[src/rtl/fifo_write_arbiter_if.sv]
// Write-side bundle between N_REQ producers, the round-robin arbiter and the FIFO write port.
// The master modport is the arbiter; the slave modport is the producers plus the FIFO.
interface fifo_write_arbiter_if #(
    parameter int DATA_W = 8,
    parameter int N_REQ  = 4,
    parameter int ID_W   = 2
);
    logic [N_REQ-1:0]        req;
    logic [N_REQ*DATA_W-1:0] req_data;
    logic                    full;
    logic [N_REQ-1:0]        ack;
    logic [DATA_W-1:0]       buf_in;
    logic                    wr_en;
    logic [ID_W-1:0]         grant_id;
    logic                    busy;

    modport master (
        input  req, req_data, full,
        output ack, buf_in, wr_en, grant_id, busy
    );

    modport slave (
        output req, req_data, full,
        input  ack, buf_in, wr_en, grant_id, busy
    );
endinterface

[src/rtl/fifo_write_arbiter.sv]
// Round-robin arbiter sharing one FIFO write port among N_REQ producers,
// granting bounded bursts of up to BURST words and stalling on full.
module fifo_write_arbiter #(
    parameter int DATA_W = 8,
    parameter int N_REQ  = 4,
    parameter int BURST  = 4,
    parameter int ID_W   = 2
) (
    input  logic                 clk,
    input  logic                 rst,
    fifo_write_arbiter_if.master bus
);
    localparam int BEAT_W = (BURST > 1) ? $clog2(BURST) : 1;
    localparam logic [BEAT_W-1:0] LAST_BEAT = BEAT_W'(BURST - 1);

    typedef enum logic {IDLE, GRANT} state_t;

    state_t            state_q, state_d;
    logic [ID_W-1:0]   owner_q, owner_d;
    logic [BEAT_W-1:0] beat_q, beat_d;
    logic [ID_W-1:0]   rr_ptr_q, rr_ptr_d;
    logic              wr_en;
    logic              release_grant;
    logic [DATA_W-1:0] words [N_REQ];

    function automatic logic [ID_W-1:0] next_idx(input logic [ID_W-1:0] idx);
        return (int'(idx) == N_REQ - 1) ? '0 : idx + 1'b1;
    endfunction

    // First requesting index scanning upward from start, wrapping modulo N_REQ.
    function automatic logic [ID_W-1:0] pick(input logic [N_REQ-1:0] pool,
                                             input logic [ID_W-1:0]  start);
        logic [ID_W-1:0] result;
        logic            found;
        int              idx;
        result = start;
        found  = 1'b0;
        for (int i = 0; i < N_REQ; i++) begin
            idx = (int'(start) + i) % N_REQ;
            if (!found && pool[ID_W'(idx)]) begin
                result = ID_W'(idx);
                found  = 1'b1;
            end
        end
        return result;
    endfunction

    always_comb begin
        for (int i = 0; i < N_REQ; i++) begin
            words[i] = bus.req_data[i*DATA_W +: DATA_W];
        end
    end

    // full gates the strobe combinationally so a stall takes effect in the same cycle.
    assign wr_en        = (state_q == GRANT) && bus.req[owner_q] && !bus.full;
    assign bus.wr_en    = wr_en;
    assign bus.ack      = wr_en ? (N_REQ'(1) << owner_q) : '0;
    assign bus.buf_in   = wr_en ? words[owner_q] : '0;
    assign bus.grant_id = owner_q;
    assign bus.busy     = (state_q == GRANT);

    assign release_grant = !bus.req[owner_q] || (wr_en && (beat_q == LAST_BEAT));

    always_comb begin
        // NOTE: every variable gets a default first so no path leaves it unassigned (no latch).
        state_d  = state_q;
        owner_d  = owner_q;
        beat_d   = beat_q;
        rr_ptr_d = rr_ptr_q;
        unique case (state_q)
            IDLE: begin
                if (|bus.req) begin
                    state_d = GRANT;
                    owner_d = pick(bus.req, rr_ptr_q);
                    beat_d  = '0;
                end
            end
            GRANT: begin
                if (release_grant) begin
                    // On a req drop the owner's bit is already clear, so req is the remaining pool.
                    rr_ptr_d = next_idx(owner_q);
                    beat_d   = '0;
                    if (|bus.req) begin
                        owner_d = pick(bus.req, next_idx(owner_q));
                    end else begin
                        state_d = IDLE;
                    end
                end else if (wr_en) begin
                    beat_d = beat_q + 1'b1;
                end
            end
            default: state_d = IDLE;
        endcase
    end

    always_ff @(posedge clk or posedge rst) begin
        if (rst) begin
            state_q  <= IDLE;
            owner_q  <= '0;
            beat_q   <= '0;
            rr_ptr_q <= '0;
        end else begin
            // NOTE: non-blocking so every register samples the pre-edge values together.
            state_q  <= state_d;
            owner_q  <= owner_d;
            beat_q   <= beat_d;
            rr_ptr_q <= rr_ptr_d;
        end
    end
endmodule

[src/flat_wrapper.sv]
// flat-port wrapper written by rule: the top's interface ports become plain ports
module fifo_write_arbiter_flat 
#(
    parameter int DATA_W = 8,
    parameter int N_REQ  = 4,
    parameter int BURST  = 4,
    parameter int ID_W   = 2
)
  (clk, rst, bus_req, bus_req_data, bus_full, bus_ack, bus_buf_in, bus_wr_en, bus_grant_id, bus_busy);
  fifo_write_arbiter_if #(.DATA_W(DATA_W), .N_REQ(N_REQ), .ID_W(ID_W)) bus_i ();
  input  logic clk;
  input  logic rst;
  input wire logic [$bits(bus_i.req)-1:0] bus_req;
  input wire logic [$bits(bus_i.req_data)-1:0] bus_req_data;
  input wire logic [$bits(bus_i.full)-1:0] bus_full;
  output wire logic [$bits(bus_i.ack)-1:0] bus_ack;
  output wire logic [$bits(bus_i.buf_in)-1:0] bus_buf_in;
  output wire logic [$bits(bus_i.wr_en)-1:0] bus_wr_en;
  output wire logic [$bits(bus_i.grant_id)-1:0] bus_grant_id;
  output wire logic [$bits(bus_i.busy)-1:0] bus_busy;
  assign bus_i.req = bus_req;
  assign bus_i.req_data = bus_req_data;
  assign bus_i.full = bus_full;
  assign bus_ack = bus_i.ack;
  assign bus_buf_in = bus_i.buf_in;
  assign bus_wr_en = bus_i.wr_en;
  assign bus_grant_id = bus_i.grant_id;
  assign bus_busy = bus_i.busy;
  fifo_write_arbiter #(.DATA_W(DATA_W), .N_REQ(N_REQ), .BURST(BURST), .ID_W(ID_W)) u_core (.clk(clk), .rst(rst), .bus(bus_i));
endmodule
[config.mk]
export PLATFORM = sky130hd
export DESIGN_NAME = fifo_write_arbiter_flat
export DESIGN_NICKNAME = d
export VERILOG_FILES = /design/src/rtl/fifo_write_arbiter_if.sv /design/src/rtl/fifo_write_arbiter.sv /design/src/flat_wrapper.sv
export SDC_FILE = /design/constraint.sdc
export NUM_CORES = 1
export LEC_CHECK = 0
export ABC_AREA = 0
export CAP_MARGIN = 20
export CORE_AREA = 2 2 64 66
export CTS_BUF_LIST = sky130_fd_sc_hd__clkbuf_4 sky130_fd_sc_hd__clkbuf_8
export DETAILED_ROUTE_END_ITERATION = 7
export DIE_AREA = 0 0 66 68
export HOLD_SLACK_MARGIN = 0.02
export SLEW_MARGIN = 20
export SYNTH_ARGS = -nofsm -noshare
export SYNTH_HDL_FRONTEND = slang
export SYNTH_SLANG_ARGS = --single-unit
[constraint.sdc]
create_clock -name clk -period 5 [get_ports clk]
set_input_delay 1 -clock clk [delete_from_list [all_inputs] [get_ports clk]]
set_output_delay 1 -clock clk [all_outputs]
set_load 0.01 [all_outputs]
== After elaboration in Yosys (flattened, before gate mapping) ==
Cells that the tools add are included.

* Register bits: 7
* Input bits: 39
* Logic and storage cells: 123

* Add/subtract/negate cells: 8
* Order comparisons: 10
* Equality and inequality tests: 6
* Shifts and indexed selects: 1
* Mux-type cells: 70
* Bitwise operators: 2
* Reduce and logical (&&, ||, !) cells: 22

{| class="wikitable"
|+ Operators by type and width
! operator !! number
|-
| 2-to-1 mux 1 bit || 40
|-
| less-than comparator 2 x 4 -> 1 bit (second input constant) || 8
|-
| 2-to-1 mux 2 bit || 13
|-
| 2-to-1 mux 8 bit || 3
|-
| binary-select mux 1 bit (select 2 bit) || 9
|-
| binary-select mux 8 bit (select 2 bit) || 1
|-
| logical AND 1 bit || 9
|-
| adder 2 x 1 -> 2 bit (second input constant) || 4
|-
| adder 2 bit (second input constant) || 4
|-
| zero test 1 bit || 8
|-
| case mux 2 bit (2 select lines) || 2
|-
| 2-to-1 mux 4 bit || 1
|-
| inequality test 2 bit (second input constant) || 2
|-
| AND reduction 2 bit || 2
|-
| OR reduction 4 bit || 1
|-
| left shift 1 x 2 -> 4 bit (first input constant) || 1
|-
| >= comparator 3 bit (second input constant) || 1
|-
| less-than comparator 2 x 3 -> 1 bit (second input constant) || 1
|-
| inequality test 3 bit (second input constant) || 1
|-
| NOT 2 -> 3 bit || 1
|-
| AND reduction 3 bit || 1
|-
| equality test 2 x 1 -> 1 bit (second input constant) || 1
|-
| equality test 2 bit (second input constant) || 1
|-
| inequality test 2 x 1 -> 1 bit (second input constant) || 1
|-
| other kinds (3) || 3
|}

== Depth between registers and ports, before layout ==
* Depth after elaboration: 27
* Gate-level depth with buffers: 7
* Mapped depth without buffers: 6

== Worst setup path after synthesis ==
No wires, ideal clock.

* Kind: input to output
* From: in bus_req[2]
* To: out bus_ack[0]
* Arrival: 2.120 ns
* Path slack: 1.880 ns
* Stages on the path: 5
* Buffers on the path: 2
* Cells stage by stage: buf_6 mux4_2 nor3b_4 buf_2 and2_1

* Cells in the longest elaborated chain, start to end: 5

{| class="wikitable"
|+ RTL lines
! item !! line !! source
|-
| start, declared || flat_wrapper.sv:13 || <nowiki>input wire logic [$bits(bus_i.req)-1:0] bus_req;</nowiki>
|-
| binary-select mux 1 bit (select 2 bit) || fifo_write_arbiter.sv:55 || <nowiki>assign wr_en = (state_q == GRANT) && bus.req[owner_q] && !bus.full;</nowiki>
|-
| 2-to-1 mux 1 bit (not written as such) || fifo_write_arbiter.sv:55 ||
|-
| logical AND 1 bit (2 in a row) || fifo_write_arbiter.sv:55 ||
|-
| named net bus_wr_en || flat_wrapper.sv:18 || <nowiki>output wire logic [$bits(bus_i.wr_en)-1:0] bus_wr_en;</nowiki>
|-
| 2-to-1 mux 4 bit || fifo_write_arbiter.sv:57 || <nowiki>assign bus.ack = wr_en ? (N_REQ'(1) << owner_q) : '0;</nowiki>
|-
| end, declared || flat_wrapper.sv:16 || <nowiki>output wire logic [$bits(bus_i.ack)-1:0] bus_ack;</nowiki>
|}

The timed path passes the listed nets, and every way through them passes these cells. The select of a mux whose other input is x is not followed.

== Worst setup path in the final report ==
* From: in bus_req[3]
* To: out bus_ack[3]

* Cells in the longest elaborated chain, start to end: 5

{| class="wikitable"
|+ RTL lines
! item !! line
|-
| binary-select mux 1 bit (select 2 bit) || fifo_write_arbiter.sv:55
|-
| 2-to-1 mux 1 bit (not written as such) || fifo_write_arbiter.sv:55
|-
| logical AND 1 bit (2 in a row) || fifo_write_arbiter.sv:55
|-
| 2-to-1 mux 4 bit || fifo_write_arbiter.sv:57
|}

Every way passes these cells. The select of a mux whose other input is x is not followed.

==> metrics.csv <==
stage,metric,value,unit
floorplanning,DIE WIDTH,66,µm
critical_path,Crit Path Max Fanout,16,
cts,clock latency on the worst-skew pair,230,ps
power_and_ir_drop,Pwr Total,0.628,mW
power_and_ir_drop,pwr/cell area,405,nW/µm²
global_route,GR Overflow Total,0,
power_and_ir_drop,Net Sw Power,0.235,mW
global_route,antenna violations before repair,0,
detailed_routing,Detail Route Antenna Nets,0,
logic_synthesis,syn_nets,138,
finish,post-route core utilization,40.2,%
critical_path,crit path from,bus_req[3],
floorplanning,overall die height,68,µm
hold_path,Hold Crit Depth,1,
floorplanning,Top Ports,55,
power_and_ir_drop,VDD IR-drop max,119,µV
critical_path,reg2reg end,u_core.bus.grant_id[0],
logic_synthesis,number of synthesized register bits,7,
timing,crit path time final,4290,ps
detailed_routing,drt drc,0,
power_and_ir_drop,Reg power frac,22.8,%
logic_synthesis,"Avg Cell Area, Syn",10.0,µm²
power_and_ir_drop,Internal,0.393,mW
global_route,met3 usage,2.80,%
critical_path,WP data required,4000,ps
finish,n_diodes,0,
logic_synthesis,Ys Warns,0,
cts,Root Driver,clkbuf_8,
cts,# clock sinks,7,
timing,RSZ-0062 raised after global routing,no,
finish,Fillers,363,
placed_design,Final Wtd Congestion,0.779,
power_and_ir_drop,Switching Share,37.4,%
status,status,finished clean,
critical_path,kind of start point of the critical path,primary input,
timing,Layout Skew,8.67,ps
power_and_ir_drop,power share of the combinational group,63.4,%
timing,fin worst setup slack,712,ps
cts,TritonCTS clock tree,built,
logic_synthesis,Syn Inst Count,94,
hold_path,HP Class,register to register,
power_and_ir_drop,clock power share,13.8,%
logic_synthesis,sequential cell area fraction in the yosys report,18.6,%
critical_path,CP arrival,3290,ps
global_route,GR Layer Usage met1,13.8,%
global_route,busiest grt layer,met2,
global_route,GRT Total Usage,11.9,%
floorplanning,Core Area,3860,µm²
critical_path,Reg2Reg Launch Point,u_core.bus.grant_id[0],
timing,measured slew at the worst slew-check pin,714,ps
logic_synthesis,Netlist cell types,36,
timing,post-route setup TNS,0,ps
critical_path,Worst R2R Setup Slack,2590,ps
cts,clock-pin slew on the worst setup and hold paths,40,ps
cts,Clock Path Buffers,2,
timing,final setup vio count,0,
detailed_routing,WL/cell,14.3,µm
timing,period utilisation layout,85.8,%
logic_synthesis,Mapped Area,941,µm²
critical_path,critical path type,primary input to output pin,
finish,"Area growth, synth to finish",64.6,%
cts,Post-CTS Setup Bufs,0,
global_route,vias in the first global route,913,
global_route,first-pass GRT wire length,4160,µm
power_and_ir_drop,P_leak,0.594,nW
cts,Inserted Clock Buffers,3,
placed_design,DP HPWL,2200,µm
timing,Max Clock Freq,233,MHz
timing,Max-slew headroom,52.4,%
job,number of max-cap violations,0,
floorplanning,row count,23,
timing,hold_ws,520,ps
critical_path,Worst Setup End Kind,output pin,
detailed_routing,via count,964,
placed_design,Buffers on Ports,54,
cts,H-tree levels,1,
detailed_routing,drt pass-1 iters,4,
floorplanning,die area,4490,µm²
detailed_routing,final wirelength,2790,µm
finish,# nets final,190,
hold_path,hold_sp,u_core.beat_q[1],
hold_path,WHS Endpoint,u_core.beat_q[1],
critical_path,worst reg-to-reg path cell count,6,
cts,# hold bufs at CTS,0,
cts,post-CTS sizing,0,
global_route,largest net degree at the start of global routing,17,
timing,Slew Limit Fails,0,
finish,layout cell share with drive strength beyond 1,15.2,%
detailed_routing,via-per-instance ratio,4.94,
detailed_routing,DRT iter0 DRCs,51,
floorplanning,Initial Util,24.4,%
timing,Fin. Hold Viols,0,
placed_design,dpl ws,701,ps
global_route,met2 usage,21.3,%
==> per-stage QoR <==
step	instance area [µm²]	std cells
6_report	1550	195
5_1_grt	1550	195
4_1_cts	1550	195
3_5_place_dp	1500	191
3_3_place_gp	1500	191
2_1_floorplan	941	94
==> registers in the layout (all words and copies together) (netlist names) <==
name	flops
u_core.rr_ptr_q	2
u_core.bus.busy	1
u_core.beat_q	2
u_core.bus.grant_id	2
==> power groups by stage <==
stage               Combinational [mW]  Clock [mW]  Sequential (mW)
detailed placement               0.399           0            0.146
global placement                 0.396           0            0.144
finish                           0.398      0.0868            0.143
CTS                              0.401      0.0871            0.146
global route                     0.431      0.0898            0.153
floorplan                        0.290           0            0.109
==> placed cells by master (no fill, tap or decap), drive strengths merged, types with 2 or more instances in the layout <==
master / instances
a31oi: 2
dfrtp: 7
clkbuf: 4
nor2b: 5
nand2b: 5
mux4: 9
o21ai: 5
clkdlybuf4s50: 54
and2: 13
nor3b: 2
o311a: 2
inv: 6
ha: 5
nor3: 2
mux2: 4
nor2: 2
a21oi: 3
==> synthesized netlist by cell type <==
master / n / area, µm²
nor3b_4: 1 / 18.8
nor3b_1: 1 / 7.51
ha_1: 5 / 62.6
nand2_1: 1 / 3.75
nor2b_1: 4 / 25.0
mux4_2: 9 / 203
o21bai_1: 1 / 7.51
o221a_2: 1 / 11.3
buf_1: 1 / 3.75
clkbuf_1: 2 / 7.51
nor3_1: 2 / 10.0
a211oi_1: 1 / 7.51
nand3_1: 1 / 5.00
a22o_1: 1 / 8.76
o32ai_2: 1 / 16.3
nor2b_4: 1 / 13.8
buf_6: 2 / 22.5
nand2b_1: 5 / 31.3
a31o_2: 1 / 8.76
and3b_1: 1 / 8.76
o31ai_1: 1 / 7.51
inv_1: 6 / 22.5
nor4_1: 1 / 6.26
o311a_1: 2 / 20.0
o21a_1: 1 / 7.51
o22ai_1: 1 / 6.26
nor2_1: 2 / 7.51
and2_1: 13 / 81.3
dfrtp_1: 7 / 175
o21ai_0: 5 / 25.0
a21boi_0: 1 / 7.51
a21oi_1: 3 / 15.0
a31oi_1: 2 / 12.5
buf_2: 2 / 10.0
mux2_2: 4 / 45.0
o22a_1: 1 / 8.76
==> critical path: stages <==
cell,delay (ps)
clkdlybuf4s50_1,740
mux4_2,370
nor3b_4,430
and2_1,190
clkdlybuf4s50_1,550
==> cell type report <==
type | count | area, µm² | area share (%)
clock buffer | 4 | 48.8 | 3.15
inverter | 6 | 22.5 | 1.45
multi-input combinational | 74 | 699 | 45.2
sequential | 7 | 175 | 11.3
tap | 50 | 62.6 | 4.04
timing repair buffer | 54 | 541 | 34.9
==> how the worst max path moves through the flow <==
stage	cells past startpoint	to	slack, ps
after global placement	5	bus_ack[3]	780
after floorplan	5	bus_ack[0]	1880
final	5	bus_ack[3]	710
after detailed placement	5	bus_ack[3]	700
after global routing	5	bus_ack[0]	500
after CTS	5	bus_ack[3]	700
==> metal layers <==
metal  vias to the layer above  part of all wire, %
li1                        456                    -
met1                       442                   42
met2                        60                   44
met3                         6                   12
met4                         0                  1.6
met5                         -                    0
==> cell families after synthesis <==
family,Yosys count,share of synthesized area [%]
muxes,13,26.3
AOI/OAI and AO/OA,23,18.1
buffers and inverters,13,7.05
and+or+nand+nor,33,23.3
adders and majority gates,5,6.65
DFF,7,18.6
(Power assumes the default switching activity.)
